### src/rtl/score_seg_driver.sv
// Score display driver: converts a binary score to BCD with a double-dabble
// engine and time-multiplexes a 4-digit active-low 7-segment display.
module score_seg_driver #(
   parameter int SCAN_PERIOD   = 100000,
   parameter bit BLANK_LEADING = 1'b1
) (
   input  logic        clk,
   input  logic        rst_n,
   input  logic [13:0] score_in,
   input  logic        score_valid,
   output logic        busy,
   output logic [3:0]  AN,
   output logic [7:0]  SEGMENT
);

   localparam int PW = (SCAN_PERIOD > 1) ? $clog2(SCAN_PERIOD) : 1;

   typedef enum logic [1:0] {
      IDLE   = 2'd0,
      CONV   = 2'd1,
      COMMIT = 2'd2
   } state_t;

   function automatic logic [13:0] saturate(input logic [13:0] v);
      if (v > 14'd9999) return 14'd9999;
      else return v;
   endfunction

   // Double-dabble correction: every BCD nibble >= 5 gets +3 before the shift.
   function automatic logic [15:0] dd_adjust(input logic [15:0] b);
      logic [15:0] r;
      r = b;
      for (int k = 0; k < 4; k++) begin
         if (b[k*4 +: 4] >= 4'd5) r[k*4 +: 4] = b[k*4 +: 4] + 4'd3;
         else r[k*4 +: 4] = b[k*4 +: 4];
      end
      return r;
   endfunction

   function automatic logic [7:0] seg_decode(input logic [3:0] n);
      case (n)
         4'd0:    return 8'hC0;
         4'd1:    return 8'hF9;
         4'd2:    return 8'hA4;
         4'd3:    return 8'hB0;
         4'd4:    return 8'h99;
         4'd5:    return 8'h92;
         4'd6:    return 8'h82;
         4'd7:    return 8'hF8;
         4'd8:    return 8'h80;
         4'd9:    return 8'h90;
         default: return 8'hFF;
      endcase
   endfunction

   state_t         state_r;
   logic [13:0]    bin_r;
   logic [15:0]    acc_r;
   logic [3:0]     iter_r;
   logic [15:0]    disp_r;
   logic           pending_r;
   logic [13:0]    pend_val_r;
   logic [PW-1:0]  presc_r;
   logic [1:0]     idx_r;

   logic [13:0]    sat_s;
   logic [15:0]    adj_s;
   logic [1:0]     idx_nxt_s;
   logic [3:0]     nib_s;
   logic           blank_s;
   logic [7:0]     seg_nxt_s;

   // Saturated input and nibble correction of the running accumulator.
   always_comb begin
      sat_s = saturate(score_in);
      adj_s = dd_adjust(acc_r);
   end

   // Conversion FSM with one-deep pending buffer; busy mirrors state != IDLE.
   always_ff @(posedge clk or negedge rst_n) begin
      if (!rst_n) begin
         state_r    <= IDLE;
         busy       <= 1'b0;
         bin_r      <= 14'd0;
         acc_r      <= 16'd0;
         iter_r     <= 4'd0;
         disp_r     <= 16'd0;
         pending_r  <= 1'b0;
         pend_val_r <= 14'd0;
      end else begin
         case (state_r)
            IDLE: begin
               if (pending_r) begin
                  bin_r   <= pend_val_r;
                  acc_r   <= 16'd0;
                  iter_r  <= 4'd0;
                  state_r <= CONV;
                  busy    <= 1'b1;
                  // A strobe in this cycle queues behind the pending value.
                  pending_r <= score_valid;
                  if (score_valid) pend_val_r <= sat_s;
               end else if (score_valid) begin
                  bin_r   <= sat_s;
                  acc_r   <= 16'd0;
                  iter_r  <= 4'd0;
                  state_r <= CONV;
                  busy    <= 1'b1;
               end else begin
                  busy <= 1'b0;
               end
            end
            CONV: begin
               acc_r  <= {adj_s[14:0], bin_r[13]};
               bin_r  <= {bin_r[12:0], 1'b0};
               iter_r <= iter_r + 4'd1;
               busy   <= 1'b1;
               if (iter_r == 4'd13) state_r <= COMMIT;
               if (score_valid) begin
                  pending_r  <= 1'b1;
                  pend_val_r <= sat_s;
               end
            end
            COMMIT: begin
               disp_r  <= acc_r;
               state_r <= IDLE;
               busy    <= 1'b0;
               if (score_valid) begin
                  pending_r  <= 1'b1;
                  pend_val_r <= sat_s;
               end
            end
            default: begin
               state_r <= IDLE;
               busy    <= 1'b0;
            end
         endcase
      end
   end

   // Segment pattern for the digit that becomes active at the next wrap.
   always_comb begin
      idx_nxt_s = idx_r + 2'd1;
      nib_s     = 4'd0;
      blank_s   = 1'b0;
      case (idx_nxt_s)
         2'd0: begin nib_s = disp_r[3:0];   blank_s = 1'b0;                     end
         2'd1: begin nib_s = disp_r[7:4];   blank_s = (disp_r[15:4] == 12'd0);  end
         2'd2: begin nib_s = disp_r[11:8];  blank_s = (disp_r[15:8] == 8'd0);   end
         2'd3: begin nib_s = disp_r[15:12]; blank_s = (disp_r[15:12] == 4'd0);  end
         default: begin nib_s = 4'd0; blank_s = 1'b0; end
      endcase
      if (BLANK_LEADING && blank_s) seg_nxt_s = 8'hFF;
      else seg_nxt_s = seg_decode(nib_s);
   end

   // Scan prescaler; AN and SEGMENT load together on the wrap edge.
   always_ff @(posedge clk or negedge rst_n) begin
      if (!rst_n) begin
         presc_r <= '0;
         idx_r   <= 2'd0;
         AN      <= 4'b1110;
         SEGMENT <= 8'hC0;
      end else if (presc_r == PW'(SCAN_PERIOD - 1)) begin
         presc_r <= '0;
         idx_r   <= idx_nxt_s;
         AN      <= ~(4'b0001 << idx_nxt_s);
         SEGMENT <= seg_nxt_s;
      end else begin
         presc_r <= presc_r + PW'(1);
      end
   end

endmodule

### config.mk
export PLATFORM = sky130hd
export DESIGN_NAME = score_seg_driver
export DESIGN_NICKNAME = d
export VERILOG_FILES = /design/src/rtl/score_seg_driver.sv
export SDC_FILE = /design/constraint.sdc
export NUM_CORES = 1
export LEC_CHECK = 0
export ABC_AREA = 1
export CORE_MARGIN = 1.5
export CORE_UTILIZATION = 50
export CTS_BUF_LIST = sky130_fd_sc_hd__clkbuf_4 sky130_fd_sc_hd__clkbuf_8
export DETAILED_ROUTE_END_ITERATION = 12
export GPL_TIMING_DRIVEN = 1
export PLACE_DENSITY_LB_ADDON = 0.12
export SKIP_LAST_GASP = 1
export SLEW_MARGIN = 25
export SYNTH_ARGS = -nofsm -noshare
export SYNTH_HDL_FRONTEND = slang
export SYNTH_SLANG_ARGS = --single-unit
### constraint.sdc
create_clock -name clk -period 2.36 [get_ports clk]
set_input_delay 0.472 -clock clk [delete_from_list [all_inputs] [get_ports clk]]
set_output_delay 0.472 -clock clk [all_outputs]
set_load 0.05 [all_outputs]
# Word-level counts from Yosys, hierarchy flattened
# Memories as Yosys holds them, arrays and structs flattened.
# Cells that the tools add are included.
[word_totals]
ff_bits = 99
in_bits = 17
word_cells = 81
n_memories = 1
output_inout_bits = 13
rom_bits = 112
[mem_list]
columns = ["memory", "depth", "word_bits", "rd", "rd_clocked_by_memory_dff", "wr", "line_no", "source"]
rows = [
  ["(name not given)", 16, 7, 1, 0, 0, "41", "case (n)"],
]
[classes]
n_eq_ne = 11
shifts = 1
mux = 31
reduce_logical = 12
n_lt_le_gt_ge = 5
bitwise = 1
n_addsub = 7
[ops]
columns = ["operator", "n"]
rows = [
  ["$mux W14", 5],
  ["$pmux W14 S2", 2],
  ["$mux W16", 2],
  ["$pmux W16 S2", 1],
  ["$mux W4", 5],
  ["$add A17 B1 Y17 const B", 1],
  ["$eq A17 B17 Y1 const B", 1],
  ["$mux W17", 1],
  ["$ge A4 B3 Y1 const B", 4],
  ["$pmux W4 S4", 1],
  ["$gt A14 B14 Y1 const B", 1],
  ["$add A4 B2 Y4 const B", 3],
  ["$logic_not A12 Y1", 1],
  ["$logic_not A8 Y1", 1],
  ["$mux W8", 1],
  ["$pmux W4 S2", 1],
  ["$reduce_and A2 Y1", 4],
  ["$eq A2 B2 Y1 const B", 3],
  ["$mux W2", 3],
  ["$add A4 B1 Y4 const B", 1],
  ["$eq A2 B1 Y1 const B", 2],
  ["$eq A4 B4 Y1 const B", 1],
  ["$logic_not A2 Y1", 2],
  ["$logic_not A4 Y1", 1],
  ["other kinds (14)", 20],
]

# Longest topological paths before layout
# Gate-level depths: netlist (run 1).
[logic_depth]
depth_word = 5
depth_mapped = 15
ltp_nobuf = 15

# Least setup slack after synthesis (run 1)
# Ideal clock, no wire load.
[synth_timing]
path_kind = "flip-flop to flip-flop"
startpoint = "reg idx_r[0]"
endpoint = "reg SEGMENT[5]"
arrival_ns = 1.739
stages_incl_launch_ff = 15
setup_time_ns = 0.118
setup_slack_ns = 0.502
n_path_buf = 0
path_cell_list = "dfrtp_1 inv_1 ha_1 nand2_1 nand2_1 o21ai_2 inv_1 ha_1 nand3b_1 nand2_1 inv_1 nand2_1 nand2_1 nor2_1 nor2_1"
[synth_between]
elab_chain_len = 5
[synth_lines]
columns = ["item", "line_no", "source"]
rows = [
  ["from (decl)", "64", "logic [1:0] idx_r;"],
  ["from (signal assigned)", "165", "idx_r <= idx_nxt_s;"],
  ["$add A2 B1 Y2 *", "142", "idx_nxt_s = idx_r + 2'd1;"],
  ["net idx_nxt_s[0]", "68", "logic [1:0] idx_nxt_s;"],
  ["$eq A2 B2 Y1 (tied with other cells)", "145", "case (idx_nxt_s)"],
  ["$pmux W4 S4", "145", ""],
  ["$mem_v2 Z16 W7", "-", ""],
  ["$mux W8 *", "152", "if (BLANK_LEADING && blank_s) seg_nxt_s = 8'hFF;"],
  ["to (signal assigned)", "167", "SEGMENT <= seg_nxt_s;"],
  ["to (decl)", "13", "output logic [7:0] SEGMENT"],
]
# The timed path passes the listed nets; every way through them passes the cells marked *.
# A chain may end at the register's enable or synchronous reset.

# Worst setup path after layout (run 1)
[layout_timing]
startpoint = "reg AN[1]"
endpoint = "out AN[1]"
[layout_lines]
columns = ["item", "line_no", "source"]
rows = [
  ["from (decl)", "12", "output logic [3:0] AN,"],
  ["from (signal assigned)", "166", "AN <= ~(4'b0001 << idx_nxt_s);"],
]
# No word-level cell between the ends.

==> results of run 1 <==
[through the flow]
stage / worst slack [ns] / std cells / area, µm² / util [%] / total power (µW)
3_5_place_dp: 0.251 / 801 / 5640 / 56.9 / 4670
4_1_cts: 0.169 / 817 / 5910 / 59.7 / 6130
2_1_floorplan: 0.502 / 645 / 5180 / - / 4070
6_report: 0.194 / 817 / 5910 / 59.7 / 6090
5_1_grt: 0.0198 / 817 / 5910 / 59.7 / 6600
3_3_place_gp: 0.282 / 801 / 5640 / 56.9 / 4610
[cell type report]
type | instances | area [µm²]
sequential | 98 | 2460
tap | 133 | 166
inverter | 96 | 360
multi-input combinational | 433 | 2250
fill | 896 | 4000
clock inverter | 6 | 136
clock buffer | 10 | 138
timing repair buffer | 41 | 400
[synthesized netlist by cell type, drive strengths merged]
| library cell | instances |
|---|---|
| xor2 | 11 |
| inv | 96 |
| ha | 22 |
| conb | 1 |
| dfrtp | 94 |
| a31oi | 1 |
| a32o | 2 |
| nand4 | 7 |
| o22ai | 13 |
| nor4 | 2 |
| o31ai | 1 |
| a22o | 1 |
| nand2 | 148 |
| o32ai | 2 |
| a21o | 1 |
| nand3 | 28 |
| or2 | 1 |
| nand3b | 1 |
| o21ai | 58 |
| a21oi | 39 |
| o21bai | 8 |
| nor3 | 6 |
| clkbuf | 6 |
| buf | 12 |
| o2111ai | 2 |
| nor2 | 76 |
| xnor2 | 2 |
| dfstp | 4 |
[per-layer routing]
layer / up-vias / share of wire [%] / global-route usage (%) / routed length (µm)
met5: - / 0 / 0 / 0
li1: 2125 / - / - / -
met4: 0 / 1.1 / 6.65 / 110
met1: 1968 / 48 / 27.3 / 4960
met2: 84 / 47 / 33.7 / 4830
met3: 11 / 3.5 / 3.68 / 360
[report_power, final]
group          internal (µW)  total (µW)  switching, µW
registers               2110        2340            235
clock network            843        1440            598
logic                    847        2310           1460
total                   3800        6090           2290
[how the worst min path moves through the flow]
stage / startpoint / to / slack (ns) / depth (start not counted)
after floorplan: rst_n / AN[0] / 0.18 / 0
after global placement: pend_val_r[9] / pend_val_r[9] / 0.46 / 2
after detailed placement: bin_r[11] / bin_r[11] / 0.46 / 2
after CTS: rst_n / pend_val_r[11] / 0.12 / 1
after global routing: rst_n / pend_val_r[12] / 0.14 / 1
final: rst_n / pend_val_r[12] / 0.11 / 1
[sequential cells by signal, summed over array words and instances, names as in the netlist]
name,flops
AN,4
SEGMENT,7
acc_r,16
bin_r,14
busy,1
disp_r,16
idx_r,2
iter_r,4
pend_val_r,14
pending_r,1
presc_r,17
state_r,2
[cell usage in the layout, fill, tap and decap left out, drive strengths merged, types with 10 or more instances in the layout]
cell / instances
a21oi: 39
buf: 14
clkbuf: 10
clkdlybuf4s50: 27
dfrtp: 94
ha: 22
inv: 97
nand2: 148
nand3: 28
nor2: 76
o21ai: 58
o22ai: 13
xor2: 11
[logic make-up (layout without fill, tap and decap cells)]
group,after synthesis,count (layout),share of synthesized area (%)
XOR/XNOR,13,13,2.20
adder cells (fa/ha/maj),22,22,5.32
AO/OA/AOI/OAI,128,128,14.0
flip-flops,98,98,47.5
other,1,1,0.0724
buffers and inverters,114,153,8.99
AND/OR/NAND/NOR,269,269,21.9
==> metrics.txt, run 1 <==
status completed; hold_buf cts 0; Max Freq 462 MHz; synthesized area 5180 µm²; Hold WC Path Type in -> async; max cap viols 0; Synth area leader dfrtp_1; area share of the largest cell type after synthesis 45.4%; Residual DRC 0; Rows 36; via count 4188; Seq/Total Area, Yosys 47.5%; Final GP Congestion 0.852; Core Region 9910 µm²; final slew viol count 0; Routed Antenna Nets 0; Crit Reg-Reg Startpoint idx_r[1]; Sink Count 98; Die Y 105 µm; Reg clk slew, reported paths 0.10 ns; Slew HR 59.5%; first-pass GRT wire length 18300 µm; 1st-iter DRT viols 197; gr ovfl total 0; Syn Inst Count 645; CP Cell Sequence clkdlybuf4s50_1; R2R depth 15; CP endpoint AN[1]; num ports 30; CP startpoint kind flip-flop; Stages on worst setup path 1; Yosys warning count 0; clock buffer depth 2; Largest delay share family, worst path buffers and inverters; layout cells sized above 1 8.19%; DP Wirelength 7450 µm; Worst setup EP type primary output; final setup vio count 0; RSZ-0062 raised after global routing no; Antenna Cells 0; setup bufs post-CTS 0; dominant cells by area after synthesis dfrtp_1 (45%), nand2_1 (10%), inv_1 (6.5%); # port buffers 28; period utilization 91.8%; clock root buffer clkbuf_8; required time of the worst setup path 1.89 ns; Mapped Nets 684; initial antenna violation count 0; Synth Register Bits 98; Leakage 0.00292 µW; final hold viol count 0; Syn Area/Cell 8.03 µm²; routed length per instance 12.6 µm; worst path arrival time 1.69 ns; r2r endpoint SEGMENT[4]; nets@finish 718; CP Buf/Inv Count 1; FF-to-FF setup slack 0.27 ns; Setup crit start AN[1]; post-CTS sizing 0; pin count of the biggest net entering global routing 47; Worst Path Max Fanout 2; die area 11000 µm²; crit path kind reg -> out; Synth cell types 38; htree depth 3; Via density 5.13; Peak VDD IR 0.000472 V; worst hold margin 0.107 ns; via count of the first global-routing pass 4112; Slew @ Worst Pin 0.607 ns; clock skew 0.00960 ns; largest stage delay on the critical path 0.79 ns; post-route minimum period 2.17 ns; all-layer global routing usage 20.4%; Final TNS setup 0 ns; total CTS buffers 9; CTS tree yes; Initial Util 52.2%; Die Wd 105 µm; Initial DRT Pass Iterations 5; Area growth syn-to-layout 14.2%; power density cells 1030 nW/µm²; Crit-path slowest cell clkdlybuf4s50_1; clk_lat worst skew 0.38 ns; drt total wl 10300 µm
(Power assumes the default switching activity.)
==> inputs of run 2 (changes only) <==
--- a/config.mk
+++ b/config.mk
@@ -11,7 +11,7 @@
 export CTS_BUF_LIST = sky130_fd_sc_hd__clkbuf_4 sky130_fd_sc_hd__clkbuf_8
 export DETAILED_ROUTE_END_ITERATION = 12
 export GPL_TIMING_DRIVEN = 1
-export PLACE_DENSITY_LB_ADDON = 0.12
+export PLACE_DENSITY = 0.67
 export SKIP_LAST_GASP = 1
 export SLEW_MARGIN = 25
 export SYNTH_ARGS = -nofsm -noshare
==> run 2 against run 1 <==
Routed wire length down 0.19%; critical path type unchanged; clock skew up 0.0020 ns; register-to-register slack about the same; fmax down 0.44%; core utilization down 0.66 points; sequential share of layout area up 0.46 points; largest power group unchanged; die area unchanged; critical endpoint is now AN[2]; count of clock-buffer cells in the layout up 1; highest routed layer unchanged; clock power down 16%.
==> metrics.txt, run 2 (same netlist as run 1, synthesis figures left out) <==
status completed; die area 11000 µm² (unchanged); Fill cells 892 (-0.45%); setup bufs post-CTS 0 (unchanged); Area growth syn-to-layout 13.0%; final slew viol count 0 (unchanged); Logic pwr share 39.4% (+1.5 points); Worst setup EP type primary output; nets@finish 718 (unchanged); post-route minimum period 2.18 ns (+0.00962 ns); worst path arrival time 1.70 ns (about the same); pin count of the biggest net entering global routing 44 (-6.4%); Leakage 0.00289 µW (-0.96%); 1st-iter DRT viols 186 (-5.6%); clock skew 0.0116 ns (+0.00197 ns); Via density 5.06 (-1.3%); CP Cell Sequence clkdlybuf4s50_1; Slew HR 63.1% (+3.6 points); crit path kind reg -> out; r2r endpoint SEGMENT[5]; total CTS buffers 9 (unchanged); period utilization 92.2% (+0.41 points); Initial Util 52.2% (unchanged); Psw 2280 µW (-0.55%); Setup WS post-layout 0.184 ns (-0.00962 ns); Most flops, register presc_r; Sw Ratio 38.9% (+1.3 points); Worst Path Max Fanout 2 (unchanged); DR WL met3 331 µm (-8.1%); Largest delay share family, worst path buffers and inverters; P_int 3580 µW (-5.7%); htree depth 3 (unchanged); R2R depth 14 (-1); all-layer global routing usage 20.2% (-0.19 points); gr ovfl total 0 (unchanged); Stages on worst setup path 1 (unchanged); CTS tree yes; DP Wirelength 7510 µm (+0.80%); highest-count cells in the layout ignoring fill and taps nand2_1 (143), dfrtp_1 (94), inv_1 (90); FF-to-FF setup slack 0.26 ns (about the same); Clk network pwr share 20.6% (-3.1 points); Core Region 9910 µm² (unchanged); Setup crit start AN[2]; Slew @ Worst Pin 0.553 ns (-0.0539 ns); Sink Count 98 (unchanged); Residual DRC 0 (unchanged); placed cells 801 (unchanged); required time of the worst setup path 1.89 ns (about the same); via count 4129 (-1.4%); Initial DRT Pass Iterations 4 (-1); Rows 36 (unchanged); drt total wl 10200 µm (-0.19%); Flop pwr share 40.0% (+1.6 points); CP endpoint AN[2]; clock buffer depth 2 (unchanged); multi-input logic area 2250 µm² (unchanged); layout cells sized above 1 8.05% (-0.13 points); CP Buf/Inv Count 1 (unchanged); Die Y 105 µm (unchanged); Die Wd 105 µm (unchanged); final hold viol count 0 (unchanged); Final TNS setup 0 ns (unchanged); Crit Reg-Reg Startpoint idx_r[0]; Peak VDD IR 0.000577 V (+22%); most common cell after layout, fill and taps aside nand2_1; max cap viols 0 (unchanged); clock root buffer clkbuf_8; hold_buf cts 0 (unchanged); non-filler cells, final 816 (-0.12%); Max Freq 460 MHz (-0.44%); max reg flops 17 (unchanged); RSZ-0062 raised after global routing no; power density cells 1000 nW/µm² (-2.7%); register area 2460 µm² (unchanged); DR top layer met4; Crit-path slowest cell clkdlybuf4s50_1; Antenna Cells 0 (unchanged); clk_lat worst skew 0.37 ns (about the same); final setup vio count 0 (unchanged); CP startpoint kind flip-flop; post-CTS sizing 0 (unchanged); WL met1 4940 µm (-0.40%); initial antenna violation count 0 (unchanged); first-pass GRT wire length 18000 µm (-1.7%); fin area 5850 µm² (-1.1%); post-placement cell area 5630 µm² (-0.22%); routed length per instance 12.5 µm (about the same); Largest regs presc_r (17), acc_r (16), disp_r (16); Routed Antenna Nets 0 (unchanged); Reg clk slew, reported paths 0.09 ns (about the same); Hold WC Path Type in -> async; # port buffers 28 (unchanged); Power, Total 5860 µW (-3.7%); via count of the first global-routing pass 4137 (+0.61%); largest stage delay on the critical path 0.79 ns (about the same); num ports 30 (unchanged); met2 routed WL 4790 µm (-0.81%); Setup WS pre-CTS 0.251 ns (+0.000371 ns); Final GP Congestion 0.873 (+2.4%)
## run 2: cell types whose count changed in the layout (fill, tap and decap cells not counted)
| cell | delta |
|---|---|
| bufinv_16 | -2 |
| buf_12 | -1 |
| buf_4 | +1 |
| clkbuf_4 | +1 |
| clkinv_4 | +1 |
| inv_6 | -1 |
## run 2: metrics by stage
step / hold slack (ns) / util [%]
3_5_place_dp: 0.455 / 56.8
6_report: 0.0893 / 59.0
5_1_grt: 0.121 / 59.0
3_3_place_gp: 0.448 / 56.8
4_1_cts: 0.102 / 59.0
2_1_floorplan: 0.176 / -
## run 2: layer usage
| metal | vias up | GRT usage [%] |
|---|---|---|
| met4 | 0 | 8.22 |
| met5 | - | 0 |
| met2 | 66 | 33.3 |
| li1 | 2134 | - |
| met1 | 1915 | 26.4 |
| met3 | 14 | 3.62 |
## run 2: area by class of cell
type / instances / area share, %
flip-flops and latches: 98 / 42.0
well taps: 133 / 2.85
repair buffers: 41 / 6.63
clock inverters: 4 / 1.31
clock buffers: 11 / 2.48
inverters: 96 / 6.16
multi-input cells: 433 / 38.5
## run 2: power groups by stage
stage                     Clock [µW]  Combinational, µW  Sequential [µW]
after floorplan                    0               1740             2330
after global placement             0               2250             2360
after detailed placement           0               2320             2380
after CTS                       1240               2320             2340
after global routing            1310               2650             2400
final                           1210               2310             2340
## run 2: worst min path at each step
stage,slack (ns),from,end,cells past startpoint
finish,0.09,rst_n,presc_r[12],1
global route,0.12,rst_n,presc_r[13],1
CTS,0.10,rst_n,acc_r[2],1
detailed placement,0.45,presc_r[0],presc_r[0],1
global placement,0.45,presc_r[0],presc_r[0],1
floorplan,0.18,rst_n,AN[0],0
==> inputs of run 3 (changes only) <==
--- a/config.mk
+++ b/config.mk
@@ -12,6 +12,7 @@
 export DETAILED_ROUTE_END_ITERATION = 12
 export GPL_TIMING_DRIVEN = 1
 export PLACE_DENSITY = 0.67
+export RECOVER_POWER = 25
 export SKIP_LAST_GASP = 1
 export SLEW_MARGIN = 25
 export SYNTH_ARGS = -nofsm -noshare
==> run 3 against run 2 <==
Critical path depth stayed put; largest cell class unchanged; fmax hardly changed; largest power group unchanged; worst hold slack better by 0.19 ns; die area stayed put; highest routed layer unchanged; flip-flop and latch count stayed put; first-iteration DRC count is 7.5% lower; core utilization is 0.18 points lower; combinational power hardly changed; non-clock buffer count stayed put.
==> metrics.txt, run 3 (same netlist as run 1, synthesis figures left out) <==
via count 4128 (-0.024%); nets@finish 718 (unchanged); DP Wirelength 7510 µm (unchanged); pin count of the biggest net entering global routing 44 (unchanged); clock root buffer clkbuf_8; CP Buf/Inv Count 1 (unchanged); period utilization 92.2% (about the same); Fill cells 895 (+0.34%); Stages on worst setup path 1 (unchanged); busiest grt layer met2; CP startpoint kind flip-flop; Hold WC Path Type in -> async; setup bufs post-CTS 0 (unchanged); # port buffers 28 (unchanged); Antenna Cells 0 (unchanged); first-pass GRT wire length 18000 µm (unchanged); Max Freq 459 MHz (about the same); Initial Util 52.2% (unchanged); htree depth 3 (unchanged); Slew HR 30.4% (-33 points); Largest delay share family, worst path buffers and inverters; most common cell after layout, fill and taps aside nand2_1; drt total wl 10300 µm (+0.26%); Slew @ Worst Pin 1.04 ns (+0.491 ns); final slew viol count 0 (unchanged); clk_lat worst skew 0.37 ns (about the same); max reg flops 17 (unchanged); met2 usage 33.3% (unchanged); power density cells 1010 nW/µm² (+0.40%); Worst setup EP type primary output; Logic pwr share 39.4% (about the same); die area 11000 µm² (unchanged); Sink Count 98 (unchanged); all-layer global routing usage 20.2% (unchanged); Peak VDD IR 0.000577 V (about the same); met3 Use GR 3.62% (unchanged); crit path kind reg -> out; clock skew 0.0121 ns (+0.000561 ns); required time of the worst setup path 1.89 ns (about the same); layout cells sized above 1 8.05% (unchanged); highest-count cells in the layout ignoring fill and taps nand2_1 (143), dfrtp_1 (94), inv_1 (90); worst path arrival time 1.70 ns (about the same); total CTS buffers 9 (unchanged); hold_buf cts 0 (unchanged); CP Cell Sequence clkdlybuf4s50_1; initial antenna violation count 0 (unchanged); Die Wd 105 µm (unchanged); P_int 3580 µW (about the same); num ports 30 (unchanged); final setup vio count 0 (unchanged); register area 2460 µm² (unchanged); Setup WS pre-CTS 0.251 ns (unchanged); Sw Ratio 39.0% (+0.12 points); Die Y 105 µm (unchanged); Setup WS post-layout 0.183 ns (-0.000903 ns); Psw 2290 µW (+0.41%); Most flops, register presc_r; CTS tree yes; met1 Track Usage GR 26.4% (unchanged); final hold viol count 0 (unchanged); Final TNS setup 0 ns (unchanged); status completed; Clk network pwr share 20.6% (about the same); Via density 5.06 (about the same); Residual DRC 0 (unchanged); post-placement cell area 5630 µm² (unchanged); routed length per instance 12.6 µm (+0.26%); Area growth syn-to-layout 12.6%; post-route minimum period 2.18 ns (+0.000903 ns); Core Region 9910 µm² (unchanged); Flop pwr share 40.0% (about the same); max cap viols 0 (unchanged); RSZ-0062 raised after global routing no; Final GP Congestion 0.873 (unchanged); 1st-iter DRT viols 172 (-7.5%); Initial DRT Pass Iterations 5 (+1); Largest regs presc_r (17), acc_r (16), disp_r (16); R2R depth 14 (unchanged); Leakage 0.00288 µW (-0.20%); Routed Antenna Nets 0 (unchanged); Rows 36 (unchanged); fin area 5830 µm² (-0.30%); multi-input logic area 2250 µm² (unchanged); clock buffer depth 2 (unchanged); Reg clk slew, reported paths 0.09 ns (about the same); gr ovfl total 0 (unchanged); Crit-path slowest cell clkdlybuf4s50_1; largest stage delay on the critical path 0.79 ns (about the same); via count of the first global-routing pass 4137 (unchanged); Worst Path Max Fanout 2 (unchanged); post-CTS sizing 0 (unchanged)
[run 3: changes by cell type in the layout (fill, tap and decap cells not counted)]
cell      change
buf_12        -1
buf_4         -1
clkbuf_2      +2
[run 3: path summary, 6_finish.rpt]
kind,from,end,slack (ns)
min,rst_n,presc_r[13],0.28
max in group asynchronous,rst_n,acc_r[10],0.50
max,AN[2],AN[2],0.18
min in group clk,presc_r[0],presc_r[0],0.46
max reg2reg,idx_r[0],SEGMENT[5],0.26
min reg2reg,presc_r[0],presc_r[0],0.46
[run 3: area by class of cell]
| type | count | area share, % |
|---|---|---|
| Sequential cell | 98 | 42.2 |
| Multi-Input combinational cell | 433 | 38.7 |
| Timing Repair Buffer | 41 | 6.35 |
| Inverter | 96 | 6.18 |
| Tap cell | 133 | 2.85 |
| Clock buffer | 11 | 2.49 |
| Clock inverter | 4 | 1.31 |
[run 3: metal layers]
metal / vias up / share of wire, %
met4: 0 / 1.8
met5: - / 0
li1: 2131 / -
met2: 77 / 47
met1: 1906 / 48
met3: 14 / 3.5
[run 3: power by group through the flow]
| stage | clock [µW] | sequential, µW | combinational [µW] |
|---|---|---|---|
| after CTS | 1240 | 2340 | 2320 |
| after detailed placement | 0 | 2380 | 2320 |
| final | 1210 | 2340 | 2310 |
| after global placement | 0 | 2360 | 2250 |
| after global routing | 1310 | 2400 | 2650 |
| after floorplan | 0 | 2330 | 1740 |
[run 3: per-stage QoR]
| step | util [%] | power, µW | cells | hold slack, ns |
|---|---|---|---|---|
| after global routing | 58.8 | 6360 | 816 | 0.361 |
| after detailed placement | 56.8 | 4690 | 801 | 0.455 |
| after floorplan | - | 4070 | 645 | 0.176 |
| after global placement | 56.8 | 4610 | 801 | 0.448 |
| final | 58.8 | 5870 | 816 | 0.282 |
| after CTS | 59.0 | 5910 | 816 | 0.102 |
